<file path="config.mk">
export PLATFORM = sky130hd
export DESIGN_NAME = mc_controller
export DESIGN_NICKNAME = d
export VERILOG_FILES = /design/src/rtl/arm_mc_pkg.sv /design/src/rtl/cond_logic.sv /design/src/rtl/mc_controller.sv
export SDC_FILE = /design/constraint.sdc
export NUM_CORES = 1
export LEC_CHECK = 0
export BUFFER_PORTS_ARGS = -buffer_cell sky130_fd_sc_hd__buf_2
export CAP_MARGIN = 10
export CORE_ASPECT_RATIO = 1.1
export CORE_MARGIN = 1
export CORE_UTILIZATION = 40
export CTS_BUF_LIST = sky130_fd_sc_hd__clkbuf_4 sky130_fd_sc_hd__clkbuf_8
export CTS_CLUSTER_DIAMETER = 30
export DETAILED_ROUTE_END_ITERATION = 8
export GPL_TIMING_DRIVEN = 0
export PLACE_DENSITY = 0.69
export REMOVE_ABC_BUFFERS = 1
export SYNTH_ARGS = -nofsm -noshare
export SYNTH_HDL_FRONTEND = slang
export SYNTH_SLANG_ARGS = --single-unit
</file>
<file path="constraint.sdc">
create_clock -name clk -period 2.25 [get_ports clk]
set_input_delay 0.1125 -clock clk [delete_from_list [all_inputs] [get_ports clk]]
set_output_delay 0.1125 -clock clk [all_outputs]
set_load 0.005 [all_outputs]
</file>
<file path="src/rtl/arm_mc_pkg.sv">
// Shared definitions for the multicycle ARM-subset control unit:
// instruction-step states, datapath select encodings and condition codes.
package arm_mc_pkg;

  typedef enum logic [3:0] {
    S_FETCH    = 4'd0,
    S_DECODE   = 4'd1,
    S_MEMADR   = 4'd2,
    S_MEMREAD  = 4'd3,
    S_MEMWB    = 4'd4,
    S_MEMWRITE = 4'd5,
    S_EXECUTER = 4'd6,
    S_EXECUTEI = 4'd7,
    S_ALUWB    = 4'd8,
    S_BRANCH   = 4'd9
  } state_t;

  // ALUControl encodings
  localparam logic [1:0] ALU_ADD = 2'b00;
  localparam logic [1:0] ALU_SUB = 2'b01;
  localparam logic [1:0] ALU_AND = 2'b10;
  localparam logic [1:0] ALU_ORR = 2'b11;

  // ALUSrcB encodings
  localparam logic [1:0] SRCB_RD2  = 2'b00;
  localparam logic [1:0] SRCB_IMM  = 2'b01;
  localparam logic [1:0] SRCB_FOUR = 2'b10;

  // ResultSrc encodings
  localparam logic [1:0] RES_ALUOUT    = 2'b00;
  localparam logic [1:0] RES_DATA      = 2'b01;
  localparam logic [1:0] RES_ALURESULT = 2'b10;

  // Condition field values
  localparam logic [3:0] COND_EQ = 4'b0000;
  localparam logic [3:0] COND_NE = 4'b0001;
  localparam logic [3:0] COND_CS = 4'b0010;
  localparam logic [3:0] COND_CC = 4'b0011;
  localparam logic [3:0] COND_MI = 4'b0100;
  localparam logic [3:0] COND_PL = 4'b0101;
  localparam logic [3:0] COND_VS = 4'b0110;
  localparam logic [3:0] COND_VC = 4'b0111;
  localparam logic [3:0] COND_HI = 4'b1000;
  localparam logic [3:0] COND_LS = 4'b1001;
  localparam logic [3:0] COND_GE = 4'b1010;
  localparam logic [3:0] COND_LT = 4'b1011;
  localparam logic [3:0] COND_GT = 4'b1100;
  localparam logic [3:0] COND_LE = 4'b1101;
  localparam logic [3:0] COND_AL = 4'b1110;
  localparam logic [3:0] COND_NV = 4'b1111;

endpackage

</file>
<file path="src/rtl/cond_logic.sv">
// Combinational condition check of an instruction's Cond field against the
// stored NZCV flags.
//   cond    in  4  instruction condition field
//   flags   in  4  {N,Z,C,V} flag register
//   cond_ex out 1  instruction is to execute
module cond_logic
  import arm_mc_pkg::*;
(
  input  logic [3:0] cond,
  input  logic [3:0] flags,
  output logic       cond_ex
);

  logic n, z, c, v;
  assign {n, z, c, v} = flags;

  // condition-code evaluation
  always_comb begin
    cond_ex = 1'b0;
    case (cond)
      COND_EQ: cond_ex = z;
      COND_NE: cond_ex = ~z;
      COND_CS: cond_ex = c;
      COND_CC: cond_ex = ~c;
      COND_MI: cond_ex = n;
      COND_PL: cond_ex = ~n;
      COND_VS: cond_ex = v;
      COND_VC: cond_ex = ~v;
      COND_HI: cond_ex = c & ~z;
      COND_LS: cond_ex = ~c | z;
      COND_GE: cond_ex = (n == v);
      COND_LT: cond_ex = (n != v);
      COND_GT: cond_ex = ~z & (n == v);
      COND_LE: cond_ex = z | (n != v);
      COND_AL: cond_ex = 1'b1;
      default: cond_ex = 1'b0;  // 1111: never
    endcase
  end

endmodule

</file>
<file path="src/rtl/mc_controller.sv">
// Multicycle control unit: instruction-step FSM, ALU/select decoders, NZCV
// flag register and conditional gating of architectural writes.
//   clk, reset_n          clock, synchronous active-low reset
//   mem_ready             memory finishes the current access this cycle
//   Cond/Op/Funct/Rd      instruction fields
//   ALUFlags              {N,Z,C,V} produced by the ALU this cycle
//   mem_req               memory access active
//   IRWrite..MemWrite     write enables
//   AdrSrc..RegSrc        datapath mux selects and ALU operation
module mc_controller
  import arm_mc_pkg::*;
(
  input  logic       clk,
  input  logic       reset_n,
  input  logic       mem_ready,
  input  logic [3:0] Cond,
  input  logic [1:0] Op,
  input  logic [5:0] Funct,
  input  logic [3:0] Rd,
  input  logic [3:0] ALUFlags,
  output logic       mem_req,
  output logic       IRWrite,
  output logic       PCWrite,
  output logic       RegWrite,
  output logic       MemWrite,
  output logic       AdrSrc,
  output logic       ALUSrcA,
  output logic [1:0] ALUSrcB,
  output logic [1:0] ResultSrc,
  output logic [1:0] ImmSrc,
  output logic [1:0] RegSrc,
  output logic [1:0] ALUControl
);

  state_t     state, next_state;
  logic [3:0] flags_q;
  logic       cond_ex_q;
  logic       cond_ex;
  logic       mem_act, ir_w, next_pc, branch, reg_w, mem_w, alu_op;
  logic [1:0] flag_w;

  cond_logic u_cond (
    .cond    (Cond),
    .flags   (flags_q),
    .cond_ex (cond_ex)
  );

  // state, condition latch and flag register
  always_ff @(posedge clk) begin
    if (!reset_n) begin
      state     <= S_FETCH;
      flags_q   <= 4'b0000;
      cond_ex_q <= 1'b0;
    end else begin
      state <= next_state;
      if (state == S_DECODE) cond_ex_q <= cond_ex;
      // flag_w is only nonzero in the execute states
      if (flag_w[1] & cond_ex_q) flags_q[3:2] <= ALUFlags[3:2];
      if (flag_w[0] & cond_ex_q) flags_q[1:0] <= ALUFlags[1:0];
    end
  end

  // next state and per-state datapath controls
  always_comb begin
    next_state = state;
    mem_act    = 1'b0;
    ir_w       = 1'b0;
    next_pc    = 1'b0;
    branch     = 1'b0;
    reg_w      = 1'b0;
    mem_w      = 1'b0;
    alu_op     = 1'b0;
    AdrSrc     = 1'b0;
    ALUSrcA    = 1'b0;
    ALUSrcB    = SRCB_RD2;
    ResultSrc  = RES_ALUOUT;
    case (state)
      S_FETCH: begin
        ALUSrcA   = 1'b1;
        ALUSrcB   = SRCB_FOUR;
        ResultSrc = RES_ALURESULT;
        mem_act   = 1'b1;
        if (mem_ready) begin
          ir_w       = 1'b1;
          next_pc    = 1'b1;
          next_state = S_DECODE;
        end else begin
          next_state = S_FETCH;
        end
      end
      S_DECODE: begin
        // PC+4 again: R15 reads as PC+8
        ALUSrcA   = 1'b1;
        ALUSrcB   = SRCB_FOUR;
        ResultSrc = RES_ALURESULT;
        case (Op)
          2'b01:   next_state = S_MEMADR;
          2'b00:   next_state = Funct[5] ? S_EXECUTEI : S_EXECUTER;
          2'b10:   next_state = S_BRANCH;
          default: next_state = S_FETCH;
        endcase
      end
      S_MEMADR: begin
        ALUSrcB    = SRCB_IMM;
        next_state = Funct[0] ? S_MEMREAD : S_MEMWRITE;
      end
      S_MEMREAD: begin
        AdrSrc     = 1'b1;
        mem_act    = 1'b1;
        next_state = mem_ready ? S_MEMWB : S_MEMREAD;
      end
      S_MEMWB: begin
        ResultSrc  = RES_DATA;
        reg_w      = 1'b1;
        next_state = S_FETCH;
      end
      S_MEMWRITE: begin
        AdrSrc     = 1'b1;
        mem_act    = 1'b1;
        mem_w      = 1'b1;
        next_state = mem_ready ? S_FETCH : S_MEMWRITE;
      end
      S_EXECUTER: begin
        ALUSrcB    = SRCB_RD2;
        alu_op     = 1'b1;
        next_state = S_ALUWB;
      end
      S_EXECUTEI: begin
        ALUSrcB    = SRCB_IMM;
        alu_op     = 1'b1;
        next_state = S_ALUWB;
      end
      S_ALUWB: begin
        ResultSrc  = RES_ALUOUT;
        reg_w      = 1'b1;
        next_state = S_FETCH;
      end
      S_BRANCH: begin
        ALUSrcB    = SRCB_IMM;
        ResultSrc  = RES_ALURESULT;
        branch     = 1'b1;
        next_state = S_FETCH;
      end
      default: next_state = S_FETCH;
    endcase
  end

  // ALU operation and flag-write decode, only in the execute states
  always_comb begin
    ALUControl = ALU_ADD;
    flag_w     = 2'b00;
    if (alu_op) begin
      case (Funct[4:1])
        4'b0100: begin ALUControl = ALU_ADD; flag_w = {Funct[0], Funct[0]}; end
        4'b0010: begin ALUControl = ALU_SUB; flag_w = {Funct[0], Funct[0]}; end
        4'b0000: begin ALUControl = ALU_AND; flag_w = {Funct[0], 1'b0}; end
        4'b1100: begin ALUControl = ALU_ORR; flag_w = {Funct[0], 1'b0}; end
        default: begin ALUControl = ALU_ADD; flag_w = 2'b00; end
      endcase
    end else begin
      ALUControl = ALU_ADD;
      flag_w     = 2'b00;
    end
  end

  // immediate format and register-address selects from Op
  always_comb begin
    ImmSrc = 2'b00;
    RegSrc = 2'b00;
    case (Op)
      2'b00:   begin ImmSrc = 2'b00; RegSrc = 2'b00; end
      2'b01:   begin ImmSrc = 2'b01; RegSrc = Funct[0] ? 2'b00 : 2'b10; end
      2'b10:   begin ImmSrc = 2'b10; RegSrc = 2'b01; end
      default: begin ImmSrc = 2'b00; RegSrc = 2'b00; end
    endcase
  end

  // conditional gating of writes; reset forces all enables low at once
  always_comb begin
    if (!reset_n) begin
      mem_req  = 1'b0;
      IRWrite  = 1'b0;
      PCWrite  = 1'b0;
      RegWrite = 1'b0;
      MemWrite = 1'b0;
    end else begin
      mem_req  = mem_act;
      IRWrite  = ir_w;
      PCWrite  = next_pc | ((branch | (reg_w & (Rd == 4'b1111))) & cond_ex_q);
      RegWrite = reg_w & cond_ex_q;
      MemWrite = mem_w & cond_ex_q;
    end
  end

endmodule

</file>
; Yosys cells after proc, flatten, opt, wreduce, memory -nomap -nowiden
; Cells that the tools add are included.
[classes]
n_eq_ne = 31
muxes = 31
n_bitwise = 16
n_reduce_logical = 13
[op_table]
columns = op, n
row1 = "== test 4 bit, second input constant", 11
row2 = "== test 4 x 3 -> 1 bit, second input constant", 9
row3 = one-hot mux 4 bit (6 select lines), 1
row4 = "== test 4 x 2 -> 1 bit, second input constant", 5
row5 = one-hot mux 2 bit (2 select lines), 5
row6 = 2-to-1 mux 1 bit, 16
row7 = one-hot mux 1 bit (15 select lines), 1
row8 = logical NOT 4 bit, 3
row9 = one-hot mux 4 bit (3 select lines), 1
row10 = OR reduction 2 bit, 6
row11 = 2-to-1 mux 3 bit, 3
row12 = OR reduction 3 bit, 3
row13 = AND 1 bit, 8
row14 = "== test 4 x 1 -> 1 bit, second input constant", 2
row15 = 2-to-1 mux 2 bit, 3
row16 = one-hot mux 2 bit (3 select lines), 1
row17 = NOT 1 bit, 4
row18 = OR 1 bit, 4
row19 = "== test 2 x 1 -> 1 bit, second input constant", 1
row20 = "== test 2 bit, second input constant", 1
row21 = logical NOT 2 bit, 1
row22 = == test 1 bit, 1
row23 = inequality test 1 bit, 1
[word_totals]
ff_bits = 9
inputBits = 23
out_inout_bits = 17
word_cells = 95

; Longest topological paths before layout
; Gate-level depths: netlist (run 1).
[logic_depth]
depth_word = 8
depth_mapped = 6
mapped_depth_nobuf = 6

; Cells and area by module
; Synthesis (run 1) repeated with hierarchy kept, for this count alone.
[unflattened]
cells_unflattened = 131
area_unflattened_um2 = 1011.0
[by_module_without_submodules]
columns = mod, instances, cells_each, area_each_um2, seq_area_each_um2
row1 = mc_controller, 1, 103, 817.0, 180.2
row2 = cond_logic, 1, 28, 193.9, 0.0

; Worst setup path after synthesis (run 1)
; No wires, ideal clock.
[synth_timing]
path_kind = reg2reg
startpoint = register state[2]
endpoint = register flags_q[2]
setup_ps = 116
arrival_ps = 1438
required_ps = 2134
setup_slack_ps = 696
path_stages_with_launch = 7
synth_period_minus_slack_ps = 1554
cell_sequence = dfxtp_1 -> buf_6 -> nand2_2 -> or4_4 -> a211oi_4 -> mux2i_1 -> nor2b_1
[synth_between]
elab_chain_len = 5
word_cells_on_any_way = 6
classes_between = eq/ne (2) / mux (2) / bitwise (1) / reduce/logical (1)
[synth_lines]
columns = element, line
row1 = "start, declared", mc_controller.sv:35  ; state_t state, next_state;
row2 = "start signal, assigned", mc_controller.sv:55  ; state <= next_state;
row3 = == test 4 x 3 -> 1 bit, mc_controller.sv:77  ; case (state)
row4 = OR reduction 2 bit (no source line) (*), n/a
row5 = 2-to-1 mux 1 bit (*), mc_controller.sv:77
row6 = 2-to-1 mux 2 bit (*), mc_controller.sv:152  ; if (alu_op) begin
row7 = AND 1 bit (*), mc_controller.sv:58  ; if (flag_w[1] & cond_ex_q) flags_q[3:2] <= ALUFlags[3:2];
row8 = "end signal, assigned", mc_controller.sv:58
row9 = "end, declared", mc_controller.sv:36  ; logic [3:0] flags_q;
; Mark *: on every way between the ends. The rest lies on a longest branch, timed or not.
; A chain may end at the register's enable or synchronous reset.

; Worst setup path after layout (run 1)
[layout_timing]
startpoint = register state[1]
endpoint = register flags_q[2]
; The elaborated chain is that of the path after synthesis.

==> out/results.txt, run 1 <==
The setup-violating endpoint count in the final report was 0; the final setup slack of the worst path was 403.8 ps. After synthesis the netlist holds a flip-flop and latch count of 9. Summed over all layers, the global routing overflow is 0. The run finished with clean final reports.

The effective utilization at floorplan came out at 42.72%. The first global-routing pass estimated 3629 um of wire. The uppermost layer routed is met3. After synthesis, the mean cell area works out to 7.401 um2.

The area of the die came out at 2606 um2. Traced cell by cell, the critical path runs through nand2_1 > or4_4 > a211oi_4 > mux2i_1 > nor2b_1. The initial antenna violation count was 0. Counting I/O delays and the setup requirement, the final critical path takes 1846 ps. The run gives 9 as the CTS sink count. The ratio of cells with drive above 1 in the final layout was 29.27%; the ratio of routed vias to standard cells was 5.268. After detailed routing, the average wire length per cell comes to 11.37 um.

Clock tree synthesis selected as its root buffer the cell sky130_fd_sc_hd__clkbuf_4. The clock transition at the registers of the reported paths was 60 ps; the number of distinct library cells after synthesis was 42. The setup check on the worst reg-to-reg path leaves a slack of 400 ps.

Entering global routing, the biggest net connects 19 pins. The logs give 181.4 um2 for the area taken by flip-flops and latches and 0.8555 for the final weighted congestion in routability-driven placement. Switching power: 0.0001602 W. The relative slew slack came out at 67.29%.

In this run the static leakage power is 0.5496 nW. Cells fill 52.44% of the core in the end. The category of cells accounting for the largest share of critical-path delay was simple AND/OR/NAND/NOR gates.

The run gives 115.8 ps as the worst slack on hold paths. Summing over every cut layer, the via total after detailed routing is 1022. After detailed routing, the met3 layer carries 147 um of wire. The run gives 260 ps as the clock latency on the worst-skew pair. The combined area of all synthesized cells was 962.2 um2.

The tightest min-delay check is of the in2reg type. The worst setup path is captured at a register. The tools report the combinational cell fraction of total power as 32.9%. The logs give 18 for the number of rows created at floorplan and 300.7 ps for the setup slack at placement.

The routed wire length was 2205 um; the aggregate negative setup slack was 0 ps. Post-detailed-route DRC marker count: 0. The detailed-router iteration count before antenna repair is 4.

The count of warnings emitted by yosys is 0. Part of the Yosys area used for sequential elements: 18.73%. Fill cells in the final layout number 236. The run gives 0 as the post-CTS setup-driven buffer insertion count. In this run, CTS created clock tree buffers numbering 3. The slowest cell on the critical path was sky130_fd_sc_hd__dfxtp_1. After detailed routing, the met2 layer carries 1027 um of wire.

The register share of total power came out at 38.5%. The die is 48.76 um wide. The run gives 0 as the antenna diode count. The count of H-tree levels built during CTS was 1. The cell accounting for the most synthesized area was sky130_fd_sc_hd__dfxtp_1.

The count of input and output buffers was 39. For the net count reported at finish, the log shows 193. Number of global-route vias before repair: 857. 40 I/O pins were placed.

The critical path contains buffers and inverters numbering 0 combined. The detailed router put a total of 1031 um of wire on met1. Setup repair after global routing left no endpoint under its margin. Final instance area: 1181 um2. The clock network accounts for 28.6% of the total power. Ranked by total cell area, the synthesized netlist is headed by sky130_fd_sc_hd__dfxtp_1 19%, sky130_fd_sc_hd__ha_1 6.5%, sky130_fd_sc_hd__nor2_1 5.9%. The internal power of the cells totals 0.0003206 W. The area growth from synthesis to layout is 22.76%.

The number of gates resized after CTS was 0. TritonCTS built the clock tree. The reported max-cap violation count came out at 0.

The slew at the pin closest to its max-slew limit was 490.0 ps. Final number of hold-violating endpoints: 0. For the arrival time reported for the critical path endpoint, the log shows 2000 ps. The sort of element at the start of the critical path is a register. After technology mapping, the gate count stands at 130.

Total placed instance area: 1150 um2. Based on the critical path, the design can be clocked at up to 541.7 MHz. The largest voltage drop on the vdd net came out at 0.3706 mV.

The number of design-rule violations left by the first detailed-router iteration was 19; the number of nets with antenna violations after detailed routing was 0. The tools report the final clock skew as 2.776 ps. In this run the vertical extent of the chip is 53.44 um.

The critical path class was reg2reg. Of all nets on the critical path, the largest fanout is 15. Of the post-synthesis cell area, the dominant cell type holds 18.73%. For the max-slew violation count, the log shows 0. For this design, the CTS-stage hold fixing added 0 buffers.

The portion of the clock cycle consumed by the worst path in the final layout was 82.05%. For the number of buffers on the longest clock path, the log shows 2. The highest cell delay on the worst timing path was 620 ps; the estimated wirelength of the detail-placed design was 1721 um.

The region available for standard cell placement spans 2252 um2. In this run the power density over the cells is 407.0 nW/um2. Area used by multi-input combinational logic: 721.9 um2. In this run switching power makes up 33.32% of total power. In the global route stage, overall resource usage came out at 18.02%. Data on the critical path is required at its endpoint by 2400 ps.
-- worst register-to-register path: stages (launching register included) --
cell and delay, ps:
sky130_fd_sc_hd__dfxtp_1 620, sky130_fd_sc_hd__nand2_1 130, sky130_fd_sc_hd__or4_4 480, sky130_fd_sc_hd__a211oi_4 220, sky130_fd_sc_hd__mux2i_1 210, sky130_fd_sc_hd__nor2b_1 60
-- layout make-up --
| class | instances | share of cell area (%) |
|---|---|---|
| clock buffers | 4 | 2.542 |
| inverters | 4 | 1.271 |
| multi-input cells | 108 | 61.12 |
| flip-flops and latches | 9 | 15.36 |
| well taps | 30 | 3.178 |
| repair buffers | 39 | 16.53 |
-- cell families (layout without fill, tap and decap cells) --
kind of cell / after synthesis / count (layout) / synth area share [%]
adder cells (fa/ha/maj): 5 / 5 / 6.502
XOR/XNOR: 6 / 6 / 5.463
AND/OR/NAND/NOR: 61 / 61 / 34.20
buffers and inverters: 13 / 47 / 6.242
multiplexers: 4 / 4 / 4.161
AO/OA/AOI/OAI: 32 / 32 / 24.71
flip-flops: 9 / 9 / 18.73
-- synth_stat cells (all sizes together) --
library cell,number
o311a,1
o2bb2ai,1
a22oi,1
mux2i,4
o22ai,1
and2,2
a211o,1
xnor2,3
and3b,1
nand3b,2
nand2,14
a211oi,4
o31ai,1
o211ai,2
nor2,15
a311oi,1
o41ai,1
nand2b,3
buf,2
clkbuf,7
nor2b,9
nor3b,3
a31oi,1
and4,1
nand3,2
a21o,3
ha,5
a21oi,10
o311ai,1
o21ai,1
nor4,2
dfxtp,9
a41o,1
nor3,6
xor2,3
inv,4
o2111a,1
or4,1
-- power by group through the flow --
stage               Combinational, W  Sequential, W  Clock (W)
finish                      0.000158       0.000185   0.000138
global route                0.000179       0.000187   0.000147
CTS                         0.000159       0.000184   0.000141
detailed placement          0.000158       0.000188          0
global placement            0.000155       0.000187          0
floorplan                  0.0000910       0.000183          0
-- stage by stage --
step / cells / total power (W)
floorplan: 121 / 0.0002745
global placement: 190 / 0.0003422
detailed placement: 190 / 0.0003460
CTS: 194 / 0.0004843
global route: 194 / 0.0005131
finish: 194 / 0.0004807
-- layout by cell type, fill, tap and decap left out, types with 2 or more instances in the layout --
cell / netlist / layout
sky130_fd_sc_hd__nand2b_1: 3 / 3
sky130_fd_sc_hd__xnor2_1: 3 / 3
sky130_fd_sc_hd__nor4_1: 2 / 2
sky130_fd_sc_hd__a21o_1: 3 / 3
sky130_fd_sc_hd__dfxtp_1: 9 / 8
sky130_fd_sc_hd__buf_2: 0 / 39
sky130_fd_sc_hd__nand3b_1: 2 / 2
sky130_fd_sc_hd__and2_1: 2 / 2
sky130_fd_sc_hd__a211oi_1: 3 / 3
sky130_fd_sc_hd__xor2_1: 3 / 3
sky130_fd_sc_hd__a21oi_1: 10 / 10
sky130_fd_sc_hd__nand3_1: 2 / 2
sky130_fd_sc_hd__nor2b_1: 9 / 9
sky130_fd_sc_hd__nor2_1: 15 / 15
sky130_fd_sc_hd__mux2i_1: 4 / 4
sky130_fd_sc_hd__nand2_1: 13 / 13
sky130_fd_sc_hd__nor3_1: 5 / 5
sky130_fd_sc_hd__nor3b_1: 3 / 3
sky130_fd_sc_hd__ha_1: 5 / 5
sky130_fd_sc_hd__clkbuf_4: 0 / 4
sky130_fd_sc_hd__o211ai_1: 2 / 2
sky130_fd_sc_hd__inv_1: 4 / 4
-- per-layer routing --
metal / up-vias / global-route usage (%)
li1: 534 / -
met1: 453 / 22.75
met2: 35 / 29.86
met3: 0 / 6.034
met4: 0 / 3.431
met5: - / 0
-- worst paths after layout --
| check | to | depth (start not counted) | startpoint |
|---|---|---|---|
| max | flags_q[2] | 5 | state[1] |
| min reg2reg | flags_q[1] | 2 | flags_q[1] |
| max reg2reg | flags_q[2] | 5 | state[1] |
| min | flags_q[3] | 3 | ALUFlags[3] |
-- registers in the layout (all words and copies together), names as in the netlist --
register / flops
state: 4
flags_q: 4
cond_ex_q: 1
No activity file was read; power rests on OpenSTA's default activity.
==> run 2, diff against run 1 <==
--- a/config.mk
+++ b/config.mk
@@ -5,6 +5,7 @@
 export SDC_FILE = /design/constraint.sdc
 export NUM_CORES = 1
 export LEC_CHECK = 0
+export ABC_AREA = 1
 export BUFFER_PORTS_ARGS = -buffer_cell sky130_fd_sc_hd__buf_2
 export CAP_MARGIN = 10
 export CORE_ASPECT_RATIO = 1.1
==> constraint.sdc (replaced) <==
create_clock -name clk -period 1.9 [get_ports clk]
set_input_delay 0.095 -clock clk [delete_from_list [all_inputs] [get_ports clk]]
set_output_delay 0.095 -clock clk [all_outputs]
set_load 0.005 [all_outputs]
==> run 2 against run 1 <==
  * Final cell count rose by 16%
  * Synthesized cell count increased by 22%
  * Global-route usage increased by 3.0 points
  * Critical path type is now reg2out
  * Highest routed layer is now met4
==> out/results.txt, run 2 <==
The met2 usage in global routing is 35.62% (was 29.86%), and the count of warnings emitted by yosys is 0 (unchanged). The cell accounting for the most synthesized area was sky130_fd_sc_hd__dfxtp_1 (unchanged). The dominant synthesized flop cell is sky130_fd_sc_hd__dfxtp_1 (unchanged).

Count of input and output buffers: 39 (unchanged). The detailed-router iteration count before antenna repair is 4 (unchanged). Synthesized area divided by synthesized cell count: 5.789 um2 (was 7.401 um2). The largest net degree at the start of global routing was 10 (was 19).

The flow ran to the end, and the final reports show no timing, DRC or antenna violations. The count of cells along the worst register-to-register path is 5 (unchanged), and the estimated wirelength of the detail-placed design is 1884 um (was 1721 um). The proportion of synthesized flip-flops having asynchronous set or reset is 0% (unchanged), and the reported max-cap violation count is 0 (unchanged). Synthesis-to-layout area growth: 26.27% (was 22.76%). The critical path class was reg2out (was reg2reg). The gate count after technology mapping was 158 (was 130); the initial antenna violation count was 0 (unchanged). The setup-violating endpoint count in the final report came out at 0 (unchanged). The clock period could shrink to 1559 ps. End point of the critical path: PCWrite (was flags_q[2]). The required time reported for the critical path endpoint was 1800 ps (was 2400 ps). Commonest non-fill, non-tap cell in the layout: sky130_fd_sc_hd__nand2_1 (was sky130_fd_sc_hd__buf_2). The number of enable flip-flop cells after synthesis was 0 (unchanged).

For the overall fraction of global-route tracks in use, the log shows 20.99% (was 18.02%). Number of distinct library cells after synthesis: 26 (was 42). Launching point of the worst reg2reg path: state[1] (unchanged). The complex-gate fraction of the synthesized area works out to 14.50% (was 24.71%). The run gives 3774 um (was 3629 um) as the first-pass GRT wire length. Areal power density over the cells: 456.8 nW/um2 (was 407.0 nW/um2). The logs give 25.63% (was 22.75%) for the met1 demand-to-capacity share in global routing and 9 (unchanged) for the CTS sink count. For the total number of vias, the log shows 1115 (was 1022).

TritonCTS built the clock tree. The tools report the reported leakage power as 0.6272 nW (was 0.5496 nW). The busiest layer in global routing is met2 (unchanged). The tools report the endpoint class of the critical path as an output port (was a register). The final weighted congestion in routability-driven placement came out at 0.8871 (was 0.8555).

Leading cell type by number of instances after synthesis: sky130_fd_sc_hd__nand2_1 (was sky130_fd_sc_hd__nor2_1). The count of cells resized by post-cts repair is 0 (unchanged), and the number of top-level design ports is 40 (unchanged). The combinational family with the most area after synthesis was simple AND/OR/NAND/NOR gates (unchanged). Total power draw: 0.0005276 W (was 0.0004807 W). The beginning of the critical path was state[1] (unchanged). The sort of element at the start of the critical path was a register (unchanged). Count of H-tree levels built during CTS: 1 (unchanged). The part of the Yosys area used for sequential elements is 19.70% (was 18.73%), and the adder-cell share of the synthesized area is 6.840% (was 6.502%). The routed wire length is 2266 um (was 2205 um). The hold buffer count at cts came out at 0 (unchanged). Clock latency on the worst-skew pair: 270 ps (was 260 ps). The run gives 0.5612 mV (was 0.3706 mV) as the largest voltage drop on the vdd net. The kind of path behind the tightest hold check is in2reg (unchanged). Synth top cells by count: 40 x sky130_fd_sc_hd__nand2_1, 23 x sky130_fd_sc_hd__nor2_1, 19 x sky130_fd_sc_hd__inv_1, 19 x sky130_fd_sc_hd__nand3_1, 11 x sky130_fd_sc_hd__a21oi_1 (was 15 x sky130_fd_sc_hd__nor2_1, 13 x sky130_fd_sc_hd__nand2_1, 10 x sky130_fd_sc_hd__a21oi_1). For the combined area of all synthesized cells, the log shows 914.6 um2 (was 962.2 um2). Final number of hold-violating endpoints: 0 (unchanged). The run gives 2482 um2 (was 2606 um2) as the area of the die.

The die width is 47.59 um (was 48.76 um), and the post-CTS setup-driven buffer insertion count is 0 (unchanged). The run gives 0 (unchanged) as the antenna diode count. The met3 global-route usage is 6.250% (was 6.034%), and the slew at the pin closest to its max-slew limit is 440.3 ps (was 490.0 ps).

The aggregate global routing overflow is 0 (unchanged). Commonest cells after routing, fill and taps aside: 40 x sky130_fd_sc_hd__nand2_1, 39 x sky130_fd_sc_hd__buf_2, 23 x sky130_fd_sc_hd__nor2_1, 19 x sky130_fd_sc_hd__inv_1, 19 x sky130_fd_sc_hd__nand3_1 (was 39 x sky130_fd_sc_hd__buf_2, 15 x sky130_fd_sc_hd__nor2_1, 13 x sky130_fd_sc_hd__nand2_1, 10 x sky130_fd_sc_hd__a21oi_1, 9 x sky130_fd_sc_hd__nor2b_1). The worst reg-to-reg setup slack was 560 ps (was 400 ps); the final clock skew was 5.276 ps (was 2.776 ps). For the net count reported at finish, the log shows 227 (was 193). The vertical die dimension was 52.15 um (was 53.44 um). Largest cells by area after synthesis: sky130_fd_sc_hd__dfxtp_1 20%, sky130_fd_sc_hd__nand2_1 16%, sky130_fd_sc_hd__nand3_1 10% (was sky130_fd_sc_hd__dfxtp_1 19%, sky130_fd_sc_hd__ha_1 6.5%, sky130_fd_sc_hd__nor2_1 5.9%). The proportion of netlist area held by the largest area contributor came out at 19.70% (was 18.73%).

The reg-to-reg critical path endpoint is state[0] (was flags_q[2]). The area fraction in and, or, nand and nor cells after synthesis was 48.15% (was 34.20%). The multiplexer area fraction after synthesis was 0% (was 4.161%); the relative slew slack was 70.61% (was 67.29%). The tools report the worst hold path startpoint as ALUFlags[3] (unchanged). The average wire length per cell after detail routing works out to 10.03 um (was 11.37 um). For the aggregate negative setup slack, the log shows 0 ps (unchanged). The clock transition at the registers of the reported paths came out at 60 ps (about the same). The top fanout value on the critical path came out at 9 (was 15). The ratio of routed vias to standard cells works out to 4.934 (was 5.268). Setup repair after global routing left no endpoint under its margin.

The tools report the maximum clock frequency as 641.3 MHz. The run gives 43.88% (was 42.72%) as the effective utilization at floorplan. The register bit total from synthesis was 9 (unchanged); the number of global-route vias before repair was 950 (was 857).

The core outline area came out at 2085 um2 (was 2252 um2). The max-slew violation count was 0 (unchanged). Root buffer cell: sky130_fd_sc_hd__clkbuf_4 (unchanged). The number of nets with antenna violations after detailed routing is 0 (unchanged), and the ratio of cells with drive above 1 in the final layout is 25.76% (was 29.27%). The number of design-rule violations left by the first detailed-router iteration was 24 (was 19). The arrival time reported for the critical path endpoint was 1460 ps (was 2000 ps).

The number of buffers on the longest clock path is 2 (unchanged), and the post-detailed-route DRC marker count is 0 (unchanged). Top flop regs: flags_q: 4 flops, state: 4 flops, cond_ex_q: 1 flops (unchanged). The run gives 17 (was 18) as the number of rows created at floorplan. The parity-gate share of the synthesized area counting xor and xnor cells was 0% (was 5.462%). The total CTS buffers is 3 (unchanged). The final critical path takes up 82.07% of the cycle.
[run 2: cell types whose count changed in the layout (fill, tap and decap cells not counted), moves of 3 or more]
cell,before,now
sky130_fd_sc_hd__nor2_1,15,23
sky130_fd_sc_hd__nor2b_1,9,0
sky130_fd_sc_hd__a21o_1,3,0
sky130_fd_sc_hd__mux2i_1,4,0
sky130_fd_sc_hd__nor2_4,0,3
sky130_fd_sc_hd__inv_1,4,19
sky130_fd_sc_hd__nand3_1,2,19
sky130_fd_sc_hd__nand2b_1,3,0
sky130_fd_sc_hd__nand2_1,13,40
sky130_fd_sc_hd__xnor2_1,3,0
sky130_fd_sc_hd__nor3b_1,3,0
sky130_fd_sc_hd__nor3_1,5,2
sky130_fd_sc_hd__xor2_1,3,0
sky130_fd_sc_hd__o21ai_0,1,6
[run 2: worst min-delay path by stage]
stage	endpoint	slack, ps	depth (start not counted)
finish	flags_q[3]	90	3
global route	flags_q[3]	90	3
CTS	flags_q[2]	80	3
detailed placement	flags_q[2]	360	3
global placement	flags_q[2]	350	3
floorplan	RegSrc[1]	220	1
[run 2: critical path, cell delays in order, from the launching register on]
cell and delay, ps:
sky130_fd_sc_hd__dfxtp_1 440, sky130_fd_sc_hd__nor2_1 180, sky130_fd_sc_hd__o21ai_1 110, sky130_fd_sc_hd__o21ai_0 160
sky130_fd_sc_hd__nand2_1 60, sky130_fd_sc_hd__a21oi_1 110, sky130_fd_sc_hd__buf_2 130
[run 2: final cells by class]
class	instances	area [um2]
Timing Repair Buffer	39	195.2
Multi-Input combinational cell	125	635.6
Fill cell	235	929.6
Inverter	21	78.83
Sequential cell	9	180.2
Clock buffer	4	30.03
Tap cell	28	35.03
[run 2: metrics by stage]
step | hold slack, ps | cells | setup slack [ps] | area [um2] | util, %
final | 85.84 | 226 | 340.7 | 1155 | 55.40
after global routing | 87.20 | 226 | 194.5 | 1155 | 55.40
after CTS | 76.07 | 226 | 318.9 | 1155 | 55.40
after detailed placement | 360.5 | 222 | 587.5 | 1125 | 53.96
after global placement | 347.2 | 222 | 638.4 | 1125 | 53.96
after floorplan | 221.1 | 155 | 794.0 | 894.6 | -
[run 2: logic make-up after synthesis]
family | Yosys count
AOI/OAI and AO/OA | 24
adders and majority gates | 5
buffers and inverters | 24
DFF | 9
and+or+nand+nor | 96
[run 2: per-layer routing]
layer  vias to the layer above  part of all wire, %
met5                         -                    0
met4                         0                 0.35
met3                         3                  5.5
met2                        29                   47
met1                       489                   47
li1                        594                    -
[run 2: power by group]
group          total, W  leakage [nW]  internal (W)  switching, W
sequential     0.000206        0.0729      0.000196    0.00000992
clock          0.000166        0.0184     0.0000954     0.0000703
combinational  0.000156         0.536     0.0000652     0.0000912
==> run 3, diff against run 2 <==
==> constraint.sdc (replaced) <==
create_clock -name clk -period 1.6 [get_ports clk]
set_input_delay 0.08 -clock clk [delete_from_list [all_inputs] [get_ports clk]]
set_output_delay 0.08 -clock clk [all_outputs]
set_load 0.005 [all_outputs]
==> run 3 against run 2 <==
  * Sequential share of layout area is 0.36 points higher
  * Combinational power is 19% higher
  * Core utilization is 0.24 points higher
  * Final area is 0.43% higher
  * Routed wire length is 0.93% higher
  * Clock power is 18% higher
  * Via count is 0.63% higher
  * Highest routed layer unchanged
  * Die area stayed put
  * Total power is 19% higher
  * Critical endpoint unchanged
  * Setup slack worse by 220 ps
==> out/results.txt, run 3 (synthesis results as in run 2) <==
The post-layout instance count excluding filler cells is 226 (unchanged), and the post-detailed-route DRC marker count is 0 (unchanged). The aggregate global routing overflow is 0 (unchanged). For the number of rows created at floorplan, the log shows 17 (unchanged). The core outline area was 2085 um2 (unchanged).

The die width came out at 47.59 um (unchanged). The run finished with clean final reports. Area of the die: 2482 um2 (unchanged). The max-slew violation count was 0 (unchanged). The synthesis-to-layout area growth was 26.81% (was 26.27%). The arrival time reported for the critical path endpoint was 1400 ps (was 1460 ps).

The final weighted congestion in routability-driven placement is 0.8871 (unchanged), and the count of cells along the worst register-to-register path is 5 (unchanged). The run gives 3 (unchanged) as the total CTS buffers. The post-CTS setup-driven buffer insertion count was 0 (unchanged); the count of H-tree levels built during CTS was 1 (unchanged). The number of global-route vias before repair is 950 (unchanged), and the areal power density over the cells is 540.8 nW/um2 (was 456.8 nW/um2). The endpoint class of the critical path is an output port (unchanged).

The number of cells traversed by the worst hold path came out at 3 (unchanged). The effective utilization at floorplan is 43.88% (unchanged). CTS sink count: 9 (unchanged). The vertical die dimension was 52.15 um (unchanged); the relative slew slack was 83.92% (was 70.61%).

The initial antenna violation count is 0 (unchanged). The clock transition at the registers of the reported paths was 60 ps (about the same). Subtracting the final worst setup slack from the clock period gives 1480 ps.

The tools report the total placed instance area as 1125 um2 (unchanged). The ratio of cells with drive above 1 in the final layout was 27.78% (was 25.76%); the portion of the clock cycle consumed by the worst path in the final layout was 92.47%. The routed wire length is 2287 um (was 2266 um). The final instance area was 1160 um2 (was 1155 um2); the number of top-level design ports was 40 (unchanged). The detailed-router iteration count before antenna repair came out at 4 (unchanged). Number of buffers on the longest clock path: 2 (unchanged). The hold buffer count at cts came out at 0 (unchanged). The tools report the sort of element at the start of the critical path as a register (unchanged). The slew at the pin closest to its max-slew limit is 239.8 ps (was 440.3 ps).

Top flop regs: flags_q: 4 flops, state: 4 flops, cond_ex_q: 1 flops (unchanged). The run gives 222 (unchanged) as the placed cell count. TritonCTS built the clock tree. Commonest cells after routing, fill and taps aside: 40 x sky130_fd_sc_hd__nand2_1, 39 x sky130_fd_sc_hd__buf_2, 23 x sky130_fd_sc_hd__nor2_1, 19 x sky130_fd_sc_hd__inv_1, 19 x sky130_fd_sc_hd__nand3_1 (unchanged). For the net count reported at finish, the log shows 227 (unchanged).

The kind of path behind the tightest hold check is in2reg (unchanged). The first-pass GRT wire length is 3774 um (unchanged). The run gives 1884 um (unchanged) as the estimated wirelength of the detail-placed design.

Final clock skew: 6.521 ps (was 5.276 ps). The number of nets with antenna violations after detailed routing was 0 (unchanged). The reported leakage power was 0.6289 nW (was 0.6272 nW).

The worst reg-to-reg setup slack is 390 ps (was 560 ps). The root buffer cell is sky130_fd_sc_hd__clkbuf_4 (unchanged). The logs give 1520 ps (was 1800 ps) for the required time reported for the critical path endpoint and 0 (unchanged) for the reported max-cap violation count. The setup-violating endpoint count in the final report came out at 0 (unchanged). The total number of vias came out at 1122 (was 1115).

The final number of hold-violating endpoints was 0 (unchanged). The largest net degree at the start of global routing was 10 (unchanged). Clock latency on the worst-skew pair: 270 ps (about the same). The antenna diode count is 0 (unchanged), and the ratio of routed vias to standard cells is 4.965 (was 4.934). The top fanout value on the critical path is 4 (was 9). The maximum clock frequency is 675.9 MHz, and the count of input and output buffers is 39 (unchanged).

The tools report the largest voltage drop on the vdd net as 0.6585 mV (was 0.5612 mV). The critical path class was reg2out (unchanged). The average wire length per cell after detail routing works out to 10.12 um (was 10.03 um). The commonest non-fill, non-tap cell in the layout is sky130_fd_sc_hd__nand2_1 (unchanged). The logs give 20.99% (unchanged) for the overall fraction of global-route tracks in use and 29 (was 24) for the number of design-rule violations left by the first detailed-router iteration.
[run 3: cell counts in the layout (fill, tap and decap cells not counted)]
No cell type changed its count.
[run 3: cell type report]
type                    count  area (um2)
inverters                  21       78.83
clock buffers               4       30.03
repair buffers             39       195.2
well taps                  28       35.03
flip-flops and latches      9       185.2
fillers                   236       924.6
multi-input cells         125       635.6
[run 3: worst paths after layout]
check / start / end
max: state[3] / PCWrite
min: ALUFlags[3] / flags_q[3]
max reg2reg: state[1] / state[0]
min reg2reg: cond_ex_q / cond_ex_q
[run 3: critical path, stage by stage (launching register included)]
cell                      delay (ps)
sky130_fd_sc_hd__dfxtp_2         380
sky130_fd_sc_hd__inv_1            70
sky130_fd_sc_hd__nor2_1          130
sky130_fd_sc_hd__o21ai_1         100
sky130_fd_sc_hd__o21ai_0         160
sky130_fd_sc_hd__nand2_1          60
sky130_fd_sc_hd__a21oi_1         110
sky130_fd_sc_hd__buf_2           130
[run 3: metrics by stage]
| stage | utilization [%] | setup TNS (ps) | power [W] | hold slack (ps) | setup WS (ps) |
|---|---|---|---|---|---|
| after global routing | 55.64 | -10.51 | 0.0006818 | 72.20 | -10.51 |
| final | 55.64 | 0 | 0.0006273 | 72.17 | 120.4 |
| after CTS | 55.40 | 0 | 0.0006369 | 61.07 | 33.87 |
| after detailed placement | 53.96 | 0 | 0.0004347 | 345.5 | 287.5 |
| after global placement | 53.96 | 0 | 0.0004299 | 332.2 | 351.2 |
| after floorplan | - | 0 | 0.0003526 | 191.1 | 494.0 |
[run 3: repair_timing]
action,in CTS,in global routing
gates resized for setup,0,4
setup endpoints to repair,0,3
hold endpoints to repair,0,0
[run 3: power breakdown]
part	switching (W)	leakage [nW]	internal [W]
registers	0.0000118	0.0747	0.000234
logic	0.000108	0.536	0.0000775
clock network	0.0000830	0.0184	0.000113
total	0.000203	0.629	0.000424
[run 3: routing by layer]
layer | track usage [%] | share of wire, % | up-vias
li1 | - | - | 591
met1 | 25.63 | 45 | 500
met2 | 35.62 | 49 | 28
met3 | 6.250 | 5.8 | 3
met4 | 4.167 | 0.35 | 0
met5 | 0 | 0 | -
